`src/rtl/alu_pkg.sv`:
```
`default_nettype none
// +------------------------------------------------------------------------+
// | Package     : alu_pkg                                                  |
// | Description : Shared constants for the ALU issue/retire front end.     |
// |               Holds the 4-bit ALU op codes, the R-type funct and       |
// |               I-type opcode values, the 2-bit alu_op_type encoding,    |
// |               the per-stage occupancy state and the decoder output.    |
// | Revision    : 1.0 - initial release                                    |
// +------------------------------------------------------------------------+
package alu_pkg;

   // ALU operation codes
   localparam logic [3:0] ALU_LUI = 4'b0000;
   localparam logic [3:0] ALU_OR  = 4'b0001;
   localparam logic [3:0] ALU_SLL = 4'b0010;
   localparam logic [3:0] ALU_ADD = 4'b0011;
   localparam logic [3:0] ALU_SRL = 4'b0100;
   localparam logic [3:0] ALU_SUB = 4'b0101;
   localparam logic [3:0] ALU_AND = 4'b0110;
   localparam logic [3:0] ALU_NOR = 4'b0111;
   localparam logic [3:0] ALU_ILL = 4'b1111;

   // R-type funct field values
   localparam logic [5:0] FUNCT_SLL  = 6'h00;
   localparam logic [5:0] FUNCT_SRL  = 6'h02;
   localparam logic [5:0] FUNCT_ADD  = 6'h20;
   localparam logic [5:0] FUNCT_ADDU = 6'h21;
   localparam logic [5:0] FUNCT_SUB  = 6'h22;
   localparam logic [5:0] FUNCT_SUBU = 6'h23;
   localparam logic [5:0] FUNCT_AND  = 6'h24;
   localparam logic [5:0] FUNCT_OR   = 6'h25;
   localparam logic [5:0] FUNCT_NOR  = 6'h27;

   // I-type opcode field values
   localparam logic [5:0] OPC_ADDI  = 6'h08;
   localparam logic [5:0] OPC_ADDIU = 6'h09;
   localparam logic [5:0] OPC_ANDI  = 6'h0C;
   localparam logic [5:0] OPC_ORI   = 6'h0D;
   localparam logic [5:0] OPC_LUI   = 6'h0F;

   // alu_op_type encoding from the main decoder
   typedef enum logic [1:0] {
      OP_TYPE_MEM    = 2'b00,   // lw/sw address add
      OP_TYPE_BRANCH = 2'b01,   // beq/bne compare
      OP_TYPE_RTYPE  = 2'b10,   // decode by funct
      OP_TYPE_ITYPE  = 2'b11    // decode by opcode
   } alu_op_type_e;

   // Occupancy of one pipeline stage
   typedef enum logic {
      STAGE_EMPTY = 1'b0,
      STAGE_FULL  = 1'b1
   } stage_state_e;

   // Decoder result
   typedef struct packed {
      logic [3:0] op;
      logic       illegal;
   } alu_dec_t;

endpackage : alu_pkg
`default_nettype wire

```
`src/rtl/alu_op_encoder.sv`:
```
`default_nettype none
// +------------------------------------------------------------------------+
// | Module      : alu_op_encoder                                           |
// | Description : Combinational decode of {alu_op_type, funct, opcode}     |
// |               into the 4-bit ALU operation code plus an illegal flag.  |
// |               Macro ALU_ISSUE_ILLEGAL_EN: when defined, unknown        |
// |               funct/opcode values yield ALU_ILL with illegal = 1;      |
// |               otherwise they fall back to ALU_ADD with illegal = 0.    |
// | Ports       : alu_op_type_i [1:0] - operation class                    |
// |               funct_i       [5:0] - R-type funct field                 |
// |               opcode_i      [5:0] - I-type opcode field                |
// |               dec_o               - {op code, illegal}                 |
// | Revision    : 1.0 - initial release                                    |
// +------------------------------------------------------------------------+
module alu_op_encoder
   import alu_pkg::*;
(
   input  logic [1:0] alu_op_type_i,
   input  logic [5:0] funct_i,
   input  logic [5:0] opcode_i,
   output alu_dec_t   dec_o
);

   // Result used for any funct/opcode the decoder does not recognise
`ifdef ALU_ISSUE_ILLEGAL_EN
   localparam alu_dec_t UNKNOWN_DEC = '{op: ALU_ILL, illegal: 1'b1};
`else
   localparam alu_dec_t UNKNOWN_DEC = '{op: ALU_ADD, illegal: 1'b0};
`endif

   alu_dec_t funct_dec;
   alu_dec_t opcode_dec;

   always_comb begin
      funct_dec = UNKNOWN_DEC;
      unique case (funct_i)
         FUNCT_ADD, FUNCT_ADDU: funct_dec = '{op: ALU_ADD, illegal: 1'b0};
         FUNCT_SUB, FUNCT_SUBU: funct_dec = '{op: ALU_SUB, illegal: 1'b0};
         FUNCT_AND:             funct_dec = '{op: ALU_AND, illegal: 1'b0};
         FUNCT_OR:              funct_dec = '{op: ALU_OR,  illegal: 1'b0};
         FUNCT_NOR:             funct_dec = '{op: ALU_NOR, illegal: 1'b0};
         FUNCT_SLL:             funct_dec = '{op: ALU_SLL, illegal: 1'b0};
         FUNCT_SRL:             funct_dec = '{op: ALU_SRL, illegal: 1'b0};
         default:               funct_dec = UNKNOWN_DEC;
      endcase
   end

   always_comb begin
      opcode_dec = UNKNOWN_DEC;
      unique case (opcode_i)
         OPC_ADDI, OPC_ADDIU: opcode_dec = '{op: ALU_ADD, illegal: 1'b0};
         OPC_ANDI:            opcode_dec = '{op: ALU_AND, illegal: 1'b0};
         OPC_ORI:             opcode_dec = '{op: ALU_OR,  illegal: 1'b0};
         OPC_LUI:             opcode_dec = '{op: ALU_LUI, illegal: 1'b0};
         default:             opcode_dec = UNKNOWN_DEC;
      endcase
   end

   // Memory and branch classes are fixed operations and never illegal
   always_comb begin
      dec_o = '{op: ALU_ADD, illegal: 1'b0};
      unique case (alu_op_type_e'(alu_op_type_i))
         OP_TYPE_MEM:    dec_o = '{op: ALU_ADD, illegal: 1'b0};
         OP_TYPE_BRANCH: dec_o = '{op: ALU_SUB, illegal: 1'b0};
         OP_TYPE_RTYPE:  dec_o = funct_dec;
         OP_TYPE_ITYPE:  dec_o = opcode_dec;
         default:        dec_o = '{op: ALU_ADD, illegal: 1'b0};
      endcase
   end

endmodule : alu_op_encoder
`default_nettype wire

```
`src/rtl/alu_issue.sv`:
```
`default_nettype none
// +------------------------------------------------------------------------+
// | Module      : alu_issue                                                |
// | Description : Two-stage issue/retire front end for the 32-bit ALU.     |
// |               S1 registers the encoded op and operands that drive the  |
// |               combinational ALU; S2 captures the ALU result, zero flag |
// |               and illegal flag behind a valid/ready handshake.         |
// |               Macro ALU_ISSUE_ILLEGAL_EN enables illegal-decode        |
// |               reporting (see alu_op_encoder); when undefined,          |
// |               illegal_o is always 0.                                   |
// | Ports       : clk, reset (sync, active-high)                           |
// |               in_valid_i/in_ready_o   - instruction handshake          |
// |               alu_op_type_i, funct_i, opcode_i - decode fields         |
// |               rs_data_i, rt_data_i, imm_i, shamt_i, alu_src_i          |
// |               alu_operation_o, alu_a_o, alu_b_o, alu_shamt_o - to ALU  |
// |               alu_data_i, alu_zero_i  - from ALU                       |
// |               out_valid_o/out_ready_i - result handshake               |
// |               result_o, zero_o, illegal_o - captured result            |
// | Revision    : 1.0 - initial release                                    |
// +------------------------------------------------------------------------+
module alu_issue
   import alu_pkg::*;
(
   input  logic        clk,
   input  logic        reset,
   // decode side
   input  logic        in_valid_i,
   output logic        in_ready_o,
   input  logic [1:0]  alu_op_type_i,
   input  logic [5:0]  funct_i,
   input  logic [5:0]  opcode_i,
   input  logic [31:0] rs_data_i,
   input  logic [31:0] rt_data_i,
   input  logic [31:0] imm_i,
   input  logic [4:0]  shamt_i,
   input  logic        alu_src_i,
   // ALU drive
   output logic [3:0]  alu_operation_o,
   output logic [31:0] alu_a_o,
   output logic [31:0] alu_b_o,
   output logic [4:0]  alu_shamt_o,
   // ALU return
   input  logic [31:0] alu_data_i,
   input  logic        alu_zero_i,
   // result side
   output logic        out_valid_o,
   input  logic        out_ready_i,
   output logic [31:0] result_o,
   output logic        zero_o,
   output logic        illegal_o
);

   // ------------------------------------------------------------------
   // Decode
   // ------------------------------------------------------------------
   alu_dec_t dec;

   alu_op_encoder u_alu_op_encoder (
      .alu_op_type_i (alu_op_type_i),
      .funct_i       (funct_i),
      .opcode_i      (opcode_i),
      .dec_o         (dec)
   );

   // ------------------------------------------------------------------
   // State
   // ------------------------------------------------------------------
   stage_state_e s1_state_q, s1_state_d;
   stage_state_e s2_state_q, s2_state_d;

   logic [3:0]  op_q,      op_d;
   logic [31:0] a_q,       a_d;
   logic [31:0] b_q,       b_d;
   logic [4:0]  shamt_q,   shamt_d;
   logic        s1_ill_q,  s1_ill_d;

   logic [31:0] result_q,  result_d;
   logic        zero_q,    zero_d;
   logic        illegal_q, illegal_d;

   logic s1_full;
   logic s2_full;
   logic s1_adv;
   logic accept;

   // ------------------------------------------------------------------
   // Handshake. in_ready_o depends on out_ready_i through s1_adv but
   // never on in_valid_i.
   // ------------------------------------------------------------------
   always_comb begin
      s1_full    = (s1_state_q == STAGE_FULL);
      s2_full    = (s2_state_q == STAGE_FULL);
      s1_adv     = s1_full & (~s2_full | out_ready_i);
      in_ready_o = ~s1_full | s1_adv;
      accept     = in_valid_i & in_ready_o;
   end

   // ------------------------------------------------------------------
   // Next-state logic for both stages
   // ------------------------------------------------------------------
   always_comb begin
      s1_state_d = s1_state_q;
      s2_state_d = s2_state_q;

      // S1: a new accept keeps it full even while the old entry leaves
      if (accept) begin
         s1_state_d = STAGE_FULL;
      end else if (s1_adv) begin
         s1_state_d = STAGE_EMPTY;
      end

      // S2: a load in the same cycle as a retire wins, so valid stays high
      if (s1_adv) begin
         s2_state_d = STAGE_FULL;
      end else if (out_ready_i) begin
         s2_state_d = STAGE_EMPTY;
      end
   end

   // ------------------------------------------------------------------
   // Datapath next values. Registers hold unless loaded, which keeps the
   // ALU drive and the result stable while their stage is stalled.
   // ------------------------------------------------------------------
   always_comb begin
      op_d      = op_q;
      a_d       = a_q;
      b_d       = b_q;
      shamt_d   = shamt_q;
      s1_ill_d  = s1_ill_q;
      result_d  = result_q;
      zero_d    = zero_q;
      illegal_d = illegal_q;

      if (accept) begin
         op_d     = dec.op;
         a_d      = rs_data_i;
         b_d      = alu_src_i ? imm_i : rt_data_i;
         shamt_d  = shamt_i;
         s1_ill_d = dec.illegal;
      end

      // S1 illegal bit is constant 0 when illegal detection is disabled
      if (s1_adv) begin
         result_d  = s1_ill_q ? 32'd0 : alu_data_i;
         zero_d    = alu_zero_i;
         illegal_d = s1_ill_q;
      end
   end

   always_ff @(posedge clk) begin
      if (reset) begin
         s1_state_q <= STAGE_EMPTY;
         s2_state_q <= STAGE_EMPTY;
         op_q       <= ALU_ILL;
         a_q        <= 32'd0;
         b_q        <= 32'd0;
         shamt_q    <= 5'd0;
         s1_ill_q   <= 1'b0;
         result_q   <= 32'd0;
         zero_q     <= 1'b0;
         illegal_q  <= 1'b0;
      end else begin
         s1_state_q <= s1_state_d;
         s2_state_q <= s2_state_d;
         op_q       <= op_d;
         a_q        <= a_d;
         b_q        <= b_d;
         shamt_q    <= shamt_d;
         s1_ill_q   <= s1_ill_d;
         result_q   <= result_d;
         zero_q     <= zero_d;
         illegal_q  <= illegal_d;
      end
   end

   // ------------------------------------------------------------------
   // Outputs
   // ------------------------------------------------------------------
   assign alu_operation_o = op_q;
   assign alu_a_o         = a_q;
   assign alu_b_o         = b_q;
   assign alu_shamt_o     = shamt_q;
   assign out_valid_o     = s2_full;
   assign result_o        = result_q;
   assign zero_o          = zero_q;
   assign illegal_o       = illegal_q;

endmodule : alu_issue
`default_nettype wire

```
`config.mk`:
```
export PLATFORM = sky130hd
export DESIGN_NAME = alu_issue
export DESIGN_NICKNAME = d
export VERILOG_FILES = /design/src/rtl/alu_pkg.sv /design/src/rtl/alu_op_encoder.sv /design/src/rtl/alu_issue.sv
export SDC_FILE = /design/constraint.sdc
export NUM_CORES = 1
export LEC_CHECK = 0
export ABC_AREA = 1
export CORE_ASPECT_RATIO = 0.75
export CORE_MARGIN = 5
export CORE_UTILIZATION = 40
export CTS_BUF_LIST = sky130_fd_sc_hd__clkbuf_4 sky130_fd_sc_hd__clkbuf_8
export CTS_CLUSTER_SIZE = 28
export DETAILED_ROUTE_END_ITERATION = 8
export GPL_TIMING_DRIVEN = 0
export PLACE_DENSITY = 0.83
export SKIP_CTS_REPAIR_TIMING = 1
export SYNTH_ARGS = -nofsm -noshare
export SYNTH_HDL_FRONTEND = slang
export SYNTH_SLANG_ARGS = --single-unit
```
`constraint.sdc`:
```
create_clock -name clk -period 3.9 [get_ports clk]
set_clock_uncertainty 0.15 [all_clocks]
set_input_delay 1.17 -clock clk [delete_from_list [all_inputs] [get_ports clk]]
set_output_delay 1.17 -clock clk [all_outputs]
set_load 0.02 [all_outputs]
```
# Word-level counts from Yosys, hierarchy flattened
# Index checks and enable logic that the tools add are counted.
[classes]
n_eq_ne = 12
mux = 9
bitwise = 6
n_reduce_logical = 5
[ops]
columns = ["op", "count"]
rows = [
  ["32-bit two-way mux", 2],
  ["6-bit == test (second input constant)", 5],
  ["4-bit one-hot mux with 6 select lines", 1],
  ["5-bit one-hot mux with 4 select lines", 1],
  ["6-bit by 4-bit == test with 1-bit output (second input constant)", 3],
  ["4-bit one-hot mux with 3 select lines", 1],
  ["6-bit by 2-bit == test with 1-bit output (second input constant)", 1],
  ["6-bit zero test", 1],
  ["2-bit == test (second input constant)", 2],
  ["1-bit two-way mux", 4],
  ["2-bit nonzero test", 2],
  ["1-bit bitwise AND", 2],
  ["2-bit by 1-bit == test with 1-bit output (second input constant)", 1],
  ["2-bit zero test", 1],
  ["1-bit NOT", 2],
  ["1-bit bitwise OR", 2],
  ["2-bit OR reduction", 1],
]
[totals]
regBits = 110
input_bits = 153
word_cells = 42

# Depth between registers and ports, before layout
# Gate-level depths: netlist of the first run.
[logic_depth]
word_depth = 6
mapped_depth = 8
mapped_depth_nobuf = 8

# Hierarchy
# A second synthesis of the first run with hierarchy kept.
[unflattened]
cells_unflattened = 752
area_unflattened_um2 = 5134.9
[by_module_without_submodules]
columns = ["mod", "n_inst", "cells_each", "area_per_inst_um2", "seq_area_each_um2"]
rows = [
  ["alu_issue", 1, 700, 4901.0, 2202.1],
  ["alu_op_encoder", 1, 52, 234.0, 0.0],
]

# Least setup slack after synthesis of the first run
# OpenSTA, ideal clock, no wires.
[synth_path]
kind = "in2out"
from = "in out_ready_i"
to = "out in_ready_o"
arrival_ns = 1.331
path_slack_ns = 1.249
stages = 2
n_path_buf = 0
cell_sequence = "inv_2 > nand3_4"
[synth_between]
elab_chain_cells = 3
[synth_lines]
columns = ["element", "line_no", "rtl"]
rows = [
  ["start: declaration", "alu_issue.sv:47", "input logic out_ready_i,"],
  ["1-bit bitwise OR", "alu_issue.sv:93", "s1_adv = s1_full & (~s2_full | out_ready_i);"],
  ["1-bit bitwise AND", "alu_issue.sv:93", ""],
  ["1-bit bitwise OR", "alu_issue.sv:94", "in_ready_o = ~s1_full | s1_adv;"],
  ["end: declaration", "alu_issue.sv:28", "output logic in_ready_o,"],
]
# Every way passes these cells.

# Worst setup path in the final report of the first run
# Same ends and word-level chain as after synthesis.

==> results of run 1 <==
layout by cell type, fill, tap and decap left out:
cell type / n
a21oi_1: 71
buf_1: 1
buf_2: 10
buf_4: 2
buf_6: 8
buf_8: 1
bufinv_16: 1
clkbuf_1: 17
clkbuf_2: 1
clkbuf_8: 11
clkdlybuf4s50_1: 259
clkinv_2: 1
clkinvlp_4: 2
conb_1: 1
dfxtp_1: 108
inv_1: 40
inv_2: 3
inv_6: 1
nand2_1: 19
nand2_4: 1
nand3_1: 8
nand3_4: 1
nand3b_1: 2
nand4_1: 2
nor2_1: 183
o21ai_0: 95
o21ai_1: 8
o21ai_2: 2
or2_2: 1
critical path, cell delays in order:
cell             delay [ps]
clkdlybuf4s50_1         470
inv_2                    50
nand3_4                  70
clkdlybuf4s50_1         650
report_power, final:
part / total [mW] / switching (mW) / internal, mW / leakage (nW)
Sequential: 1.23 / 0.0435 / 1.18 / 0.896
Combinational: 0.656 / 0.311 / 0.345 / 2.02
Clock: 0.707 / 0.373 / 0.334 / 0.102
final timing paths:
path                            depth (start not counted)  slack [ps]                  to
worst min-delay path                                    2         310  alu_operation_o[3]
worst max register to register                          6        2400          alu_b_o[2]
worst min register to register                          2         310  alu_operation_o[3]
worst max-delay path                                    4         160          in_ready_o
flip-flops by register name, summed over array words and instances (netlist names):
register / flops
alu_a_o: 32
zero_o: 1
result_o: 32
alu_operation_o: 4
s1_full: 1
alu_shamt_o: 5
alu_b_o: 32
out_valid_o: 1
cells by family (layout without fill, tap and decap cells):
| group | after synthesis | in the layout |
|---|---|---|
| flip-flops | 108 | 108 |
| other | 1 | 1 |
| AO/OA/AOI/OAI | 176 | 176 |
| buffers and inverters | 83 | 358 |
| AND/OR/NAND/NOR | 217 | 217 |
final cells by class:
cell class / instances / area share
clock inverters: 5 / 0.00806
multi-input cells: 394 / 0.240
clock buffers: 11 / 0.0208
inverters: 43 / 0.0221
well taps: 136 / 0.0233
flip-flops and latches: 108 / 0.296
plain buffers: 40 / 0.0333
repair buffers: 259 / 0.356
metal layers:
metal	wire, um	track usage	vias to the layer above
met3	1610	0.0904	23
met1	5820	0.244	2144
met2	7440	0.411	200
met5	0	0	-
met4	306	0.0591	0
li1	-	-	2415
==> impl_metrics.yaml, run 1 <==
floorplan:
  pin_count: 262
  fp.dieH_um: 100
  core_area_sq_um: 10400
  fp.dieW_um: 130
  initial_core_util: 0.415
  fp-row-count: 32
  die_area_sq_um: 13000
power_and_ir_drop:
  peakVddDrop_v: 0.000217
  p_leak_nw: 3.01
  p_per_area_nw_per_um2: 355
  total_power_mw: 2.59
detailed_routing:
  vias_per_cell: 4.80
  wl_um: 15200
  wl_per_cell_um: 15.2
  postRouteAntennaNets: 0
  drt_iter0_drc: 199
  route.detailed.drc: 0
  via_count: 4782
  dr.pass1.iters: 4
synth:
  yosysSeqAreaShare: 0.501
  yosysTopAreaCell: "dfxtp_1"
  synth.most_common_cell: "nor2_1"
  netlist-cell-type-count: 23
  synthTopCellsByArea: "dfxtp_1 50%, nor2_1 16%, o21ai_0 11%"
  synthAdderAreaFrac: 0
  synthSimpleGateAreaFrac: 0.199
  synth-main-ff-cell: "dfxtp_1"
  synth_top_area_share: 0.501
  avgSynthCellArea_sq_um: 7.38
  syn-cell-area_sq_um: 4320
  synth_compound_area_frac: 0.206
  synth_mux_area_frac: 0
  synth_cells: 585
  synth-seq-cells: 108
  ys.warnings.count: 0
  synth_top_family_by_area: "compound AO/OA/AOI/OAI gates"
  synth_edf_count: 0
  synth_xor_area_frac: 0
  ys_top_cells_by_count: "183 x nor2_1, 108 x dfxtp_1, 95 x o21ai_0"
  synth_nets: 738
  async_flop_share: 0
clock_tree:
  ctsLongestPathBuffers: 2
  cts_tree: "yes"
  cts_made_buffers: 9
  path_clk_slew_ps: 100
  cts-root-buf: "clkbuf_8"
  clock_latency_ps: 350
  clock-sinks: 108
  htreeDepth: 3
timing:
  rsz0062_at_grt: "false"
  holdWs_ps: 311
  setup_viol: 0
  layout_min_cycle_time_ps: 3740
  post-route-period-util: 0.958
  setup_ws_ps: 163
  fmaxAchievable_mhz: 268
  slew_viol_final: 0
  tns_ps: 0
  hold_viol_final: 0
critical_path:
  crit_fanout: 3
  crit_required_ps: 2580
  timing.rr.start: "out_valid_o"
  crit_arrival_ps: 2420
  crit_path_start_kind: "primary input"
  worstSetupStartpoint: "out_ready_i"
  cp-end-kind: "primary output"
  crit_type: "in -> out"
final_layout:
  seq_area_sq_um: 2160
  stdcell_area_sq_um: 7290
  instances_no_fill: 996
  fill_cells: 855
  final_util: 0.700
  layout-drive-gt1-share: 0.0535
  multi_input_area_sq_um: 1750
  nets: 1008
  area_delta_synth_final_pct: 68.8
  diodes: 0
place:
  place_congestion: 0.852
  placed_area_sq_um: 7080
  dp_cells: 980
  hpwl_um: 12300
  port-buffer-count: 259
  dp_slack_ps: 167
worst_hold_path:
  min_from: "alu_operation_o[3]"
  hold_path_class: "reg -> reg"
global_routing:
  grt_max_degree: 18
  grt_pass1_vias: 4802
  antenna_found_initial: 0
  grt_usage: 0.226
  grt_first_pass_wirelength_um: 23400
  grt_overflow: 0
run_status:
  status: "finished, final reports clean"
flow_run:
  cap_viol_max_count: 0
No activity file was read; power rests on OpenSTA's default activity.
==> inputs of run 2 (changes only) <==
--- a/config.mk
+++ b/config.mk
@@ -8,12 +8,12 @@
 export ABC_AREA = 1
 export CORE_ASPECT_RATIO = 0.75
 export CORE_MARGIN = 5
-export CORE_UTILIZATION = 40
-export CTS_BUF_LIST = sky130_fd_sc_hd__clkbuf_4 sky130_fd_sc_hd__clkbuf_8
+export CORE_UTILIZATION = 35
+export CTS_BUF_LIST = sky130_fd_sc_hd__clkbuf_8
 export CTS_CLUSTER_SIZE = 28
 export DETAILED_ROUTE_END_ITERATION = 8
 export GPL_TIMING_DRIVEN = 0
-export PLACE_DENSITY = 0.83
+export PLACE_DENSITY = 0.77
 export SKIP_CTS_REPAIR_TIMING = 1
 export SYNTH_ARGS = -nofsm -noshare
 export SYNTH_HDL_FRONTEND = slang
==> constraint.sdc (replaced) <==
create_clock -name clk -period 3.2 [get_ports clk]
set_clock_uncertainty 0.15 [all_clocks]
set_input_delay 0.96 -clock clk [delete_from_list [all_inputs] [get_ports clk]]
set_output_delay 0.96 -clock clk [all_outputs]
set_load 0.02 [all_outputs]
==> impl_metrics.yaml, run 2 (same netlist as run 1, synthesis figures left out) <==
clock_tree:
  clock_latency_ps: 360
  cts_tree: "yes"
  ctsLongestPathBuffers: 2
  path_clk_slew_ps: 90
  htreeDepth: 3
  clock-sinks: 108
  cts-root-buf: "clkbuf_8"
  cts_made_buffers: 9
critical_path:
  reg2reg_to: "alu_shamt_o[2]"
  crit_path_start_kind: "primary input"
  crit_arrival_ps: 1810
  r2r_cells: 5
  worstSetupStartpoint: "out_ready_i"
  timing.rr.start: "out_valid_o"
  crit_type: "in -> out"
  crit_required_ps: 2090
  r2r_slack_ps: 1680
  cp-end-kind: "primary output"
  crit_fanout: 3
final_layout:
  layout-drive-gt1-share: 0.0535
  nets: 1008
  area_delta_synth_final_pct: 69.2
  final_common_cell: "clkdlybuf4s50_1"
  stdcell_area_sq_um: 7310
  instances_no_fill: 1026
  layout_common_cells: "258 x clkdlybuf4s50_1, 183 x nor2_1, 108 x dfxtp_1"
  diodes: 0
floorplan:
  fp.dieW_um: 138
  fp.dieH_um: 106
  core_area_sq_um: 12200
  die_area_sq_um: 14700
  initial_core_util: 0.355
  fp-row-count: 35
  pin_count: 262
place:
  dp_cells: 1010
  dp_slack_ps: -108
  placed_area_sq_um: 7120
  place_congestion: 0.886
  port-buffer-count: 259
  hpwl_um: 11900
detailed_routing:
  dr.pass1.iters: 4
  vias_per_cell: 4.55
  wl_um: 14900
  via_count: 4672
  route.detailed.drc: 0
  postRouteAntennaNets: 0
  drt_iter0_drc: 172
  wl_per_cell_um: 14.6
worst_hold_path:
  whs_endpoint: "alu_operation_o[3]"
  hold_path_class: "reg -> reg"
  min_path_cells: 2
  min_from: "alu_operation_o[3]"
global_routing:
  grt_overflow: 0
  antenna_found_initial: 0
  grt_max_degree: 18
  grt_pass1_vias: 4526
  grt_first_pass_wirelength_um: 23400
  grt_usage: 0.197
timing:
  holdWs_ps: 309
  setup_viol: 0
  post-route-period-util: 0.913
  setup_ws_ps: 278
  slew_viol_final: 0
  layout_min_cycle_time_ps: 2920
  hold_viol_final: 0
  rsz0062_at_grt: "false"
  tns_ps: 0
  fmaxAchievable_mhz: 342
power_and_ir_drop:
  p_per_area_nw_per_um2: 421
  peakVddDrop_v: 0.000253
  p_leak_nw: 3.01
flow_run:
  cap_viol_max_count: 0
run_status:
  status: "finished, final reports clean"
## run 2: changes by cell type in the layout (fill, tap and decap cells not counted), sizes merged
cell / delta
clkdlybuf4s50: -1
clkinvlp: -1
bufinv: -1
clkinv: +2
dlymetal6s2s: +1
## run 2: power by group
part / total [mW] / switching (mW) / internal, mW
Sequential: 1.49 / 0.0502 / 1.44
Combinational: 0.795 / 0.375 / 0.420
Clock: 0.790 / 0.462 / 0.328
Total: 3.08 / 0.887 / 2.19
## run 2: metrics by stage
stage	total power, mW	util
floorplan	1.87	-
global placement	2.32	0.585
detailed placement	2.32	0.585
CTS	3.12	0.600
global route	3.25	0.600
finish	3.08	0.600
## run 2: layer usage
metal | vias to the layer above | GRT usage | share of wire
met3 | 19 | 0.0931 | 0.096
met1 | 2053 | 0.234 | 0.44
met5 | - | 0 | 0
met2 | 181 | 0.326 | 0.45
li1 | 2419 | - | -
met4 | 0 | 0.0465 | 0.016
## run 2: worst max path at each step
stage | slack [ps] | endpoint | depth (start not counted)
floorplan | 970 | in_ready_o | 2
global placement | -100 | in_ready_o | 4
detailed placement | -110 | in_ready_o | 4
CTS | -110 | in_ready_o | 4
global route | 250 | in_ready_o | 4
finish | 280 | in_ready_o | 4
## run 2: layout make-up
class                   instances  area (sq um)
fillers                      1168          4870
repair buffers                259          2590
flip-flops and latches        108          2160
multi-input cells             394          1750
plain buffers                  40           243
well taps                     166           208
inverters                      43           161
clock buffers                  11           151
clock inverters                 5          35.0
## run 2: worst max-delay path, stage by stage
cell,delay (ps)
clkdlybuf4s50_1,470
inv_2,50
nand3_4,70
dlymetal6s2s_1,260
==> inputs of run 3 (changes only) <==
--- a/config.mk
+++ b/config.mk
@@ -13,7 +13,8 @@
 export CTS_CLUSTER_SIZE = 28
 export DETAILED_ROUTE_END_ITERATION = 8
 export GPL_TIMING_DRIVEN = 0
-export PLACE_DENSITY = 0.77
+export HOLD_SLACK_MARGIN = 0.05
+export PLACE_DENSITY = 0.79
 export SKIP_CTS_REPAIR_TIMING = 1
 export SYNTH_ARGS = -nofsm -noshare
 export SYNTH_HDL_FRONTEND = slang
==> impl_metrics.yaml, run 3 (same netlist as run 1, synthesis figures left out) <==
run_status:
  status: "finished, final reports clean"
timing:
  tns_ps: 0
  post-route-period-util: 0.910
  setup_ws_ps: 287
  tightest_slew_ps: 521
  slew_viol_final: 0
  setup_viol: 0
  rsz0062_at_grt: "false"
  layout_min_cycle_time_ps: 2910
  fmaxAchievable_mhz: 343
  slew_headroom: 0.653
  hold_viol_final: 0
power_and_ir_drop:
  total_power_mw: 3.21
  p_leak_nw: 3.02
  peakVddDrop_v: 0.000283
  swShare: 0.280
  pwr-share-comb: 0.248
  p_sw_mw: 0.897
  intPower_mw: 2.31
  seqPwrFrac: 0.466
  p_clk_frac: 0.286
  p_per_area_nw_per_um2: 437
critical_path:
  r2r_cells: 5
  crit_path_start_kind: "primary input"
  crit_required_ps: 2090
  crit_arrival_ps: 1800
  crit_type: "in -> out"
  cp-end-kind: "primary output"
  crit_fanout: 3
final_layout:
  area_delta_synth_final_pct: 70.0
  layout_common_cells: "258 x clkdlybuf4s50_1, 183 x nor2_1, 108 x dfxtp_1"
  final_common_cell: "clkdlybuf4s50_1"
  diodes: 0
  nets: 1008
  layout-drive-gt1-share: 0.0524
place:
  dp_slack_ps: -102
  port-buffer-count: 259
  place_congestion: 0.816
  hpwl_um: 11600
flow_run:
  cap_viol_max_count: 0
detailed_routing:
  wl_met3_um: 1440
  wl_met2_um: 6650
  postRouteAntennaNets: 0
  wl_per_cell_um: 14.3
  via_count: 4652
  drt_iter0_drc: 185
  top_layer_used: "met4"
  route.detailed.drc: 0
  wl_um: 14700
  vias_per_cell: 4.54
  drt-met1-wl_um: 6240
  dr.pass1.iters: 4
clock_tree:
  clock-sinks: 108
  clock_latency_ps: 360
  cts_tree: "yes"
  cts_made_buffers: 9
  path_clk_slew_ps: 90
  cts-root-buf: "clkbuf_8"
  htreeDepth: 3
  ctsLongestPathBuffers: 2
global_routing:
  grt_overflow: 0
  grt_first_pass_wirelength_um: 22600
  grt_pass1_vias: 4324
  grt_usage: 0.191
  antenna_found_initial: 0
  grt_max_degree: 19
floorplan:
  fp-row-count: 35
  initial_core_util: 0.355
  fp.dieH_um: 106
  pin_count: 262
  core_area_sq_um: 12200
  fp.dieW_um: 138
  die_area_sq_um: 14700
worst_hold_path:
  min_path_cells: 2
  hold_path_class: "reg -> reg"
[run 3: routing by layer]
layer  up-vias  track usage
met5         -            0
met4         0       0.0599
met3        28       0.0863
met2       181        0.308
met1      2025        0.227
li1       2418            -
[run 3: final cells by class]
cell class | instances | area [sq um]
sequential | 108 | 2160
timing repair buffer | 259 | 2590
multi-input combinational | 394 | 1750
fill | 1148 | 4830
buffer | 40 | 243
clock buffer | 9 | 124
inverter | 43 | 161
tap | 166 | 208
clock inverter | 6 | 95.1
[run 3: final timing paths]
kind,from,endpoint,slack [ps]
min reg2reg,alu_operation_o[3],alu_operation_o[3],310
min,alu_operation_o[3],alu_operation_o[3],310
max reg2reg,out_valid_o,alu_a_o[2],1690
max,out_ready_i,in_ready_o,290
[run 3: worst max-delay path: stages]
cell and delay (ps):
clkdlybuf4s50_1 470, inv_2 50, nand3_4 70, dlymetal6s2s_1 250
[run 3: per-stage QoR]
step	utilization	hold WS, ps	cell area (sq um)	instances
floorplan	-	373	4320	585
global placement	0.585	280	7120	1010
detailed placement	0.585	291	7120	1010
CTS	0.603	312	7340	1025
global route	0.603	339	7340	1025
finish	0.603	310	7340	1025
[run 3: power groups by stage]
stage / Combinational (mW) / Clock, mW / Sequential (mW)
after CTS: 0.803 / 0.950 / 1.49
after floorplan: 0.225 / 0 / 1.64
after detailed placement: 0.799 / 0 / 1.52
after global routing: 0.862 / 1.01 / 1.51
after global placement: 0.793 / 0 / 1.52
final: 0.795 / 0.918 / 1.49
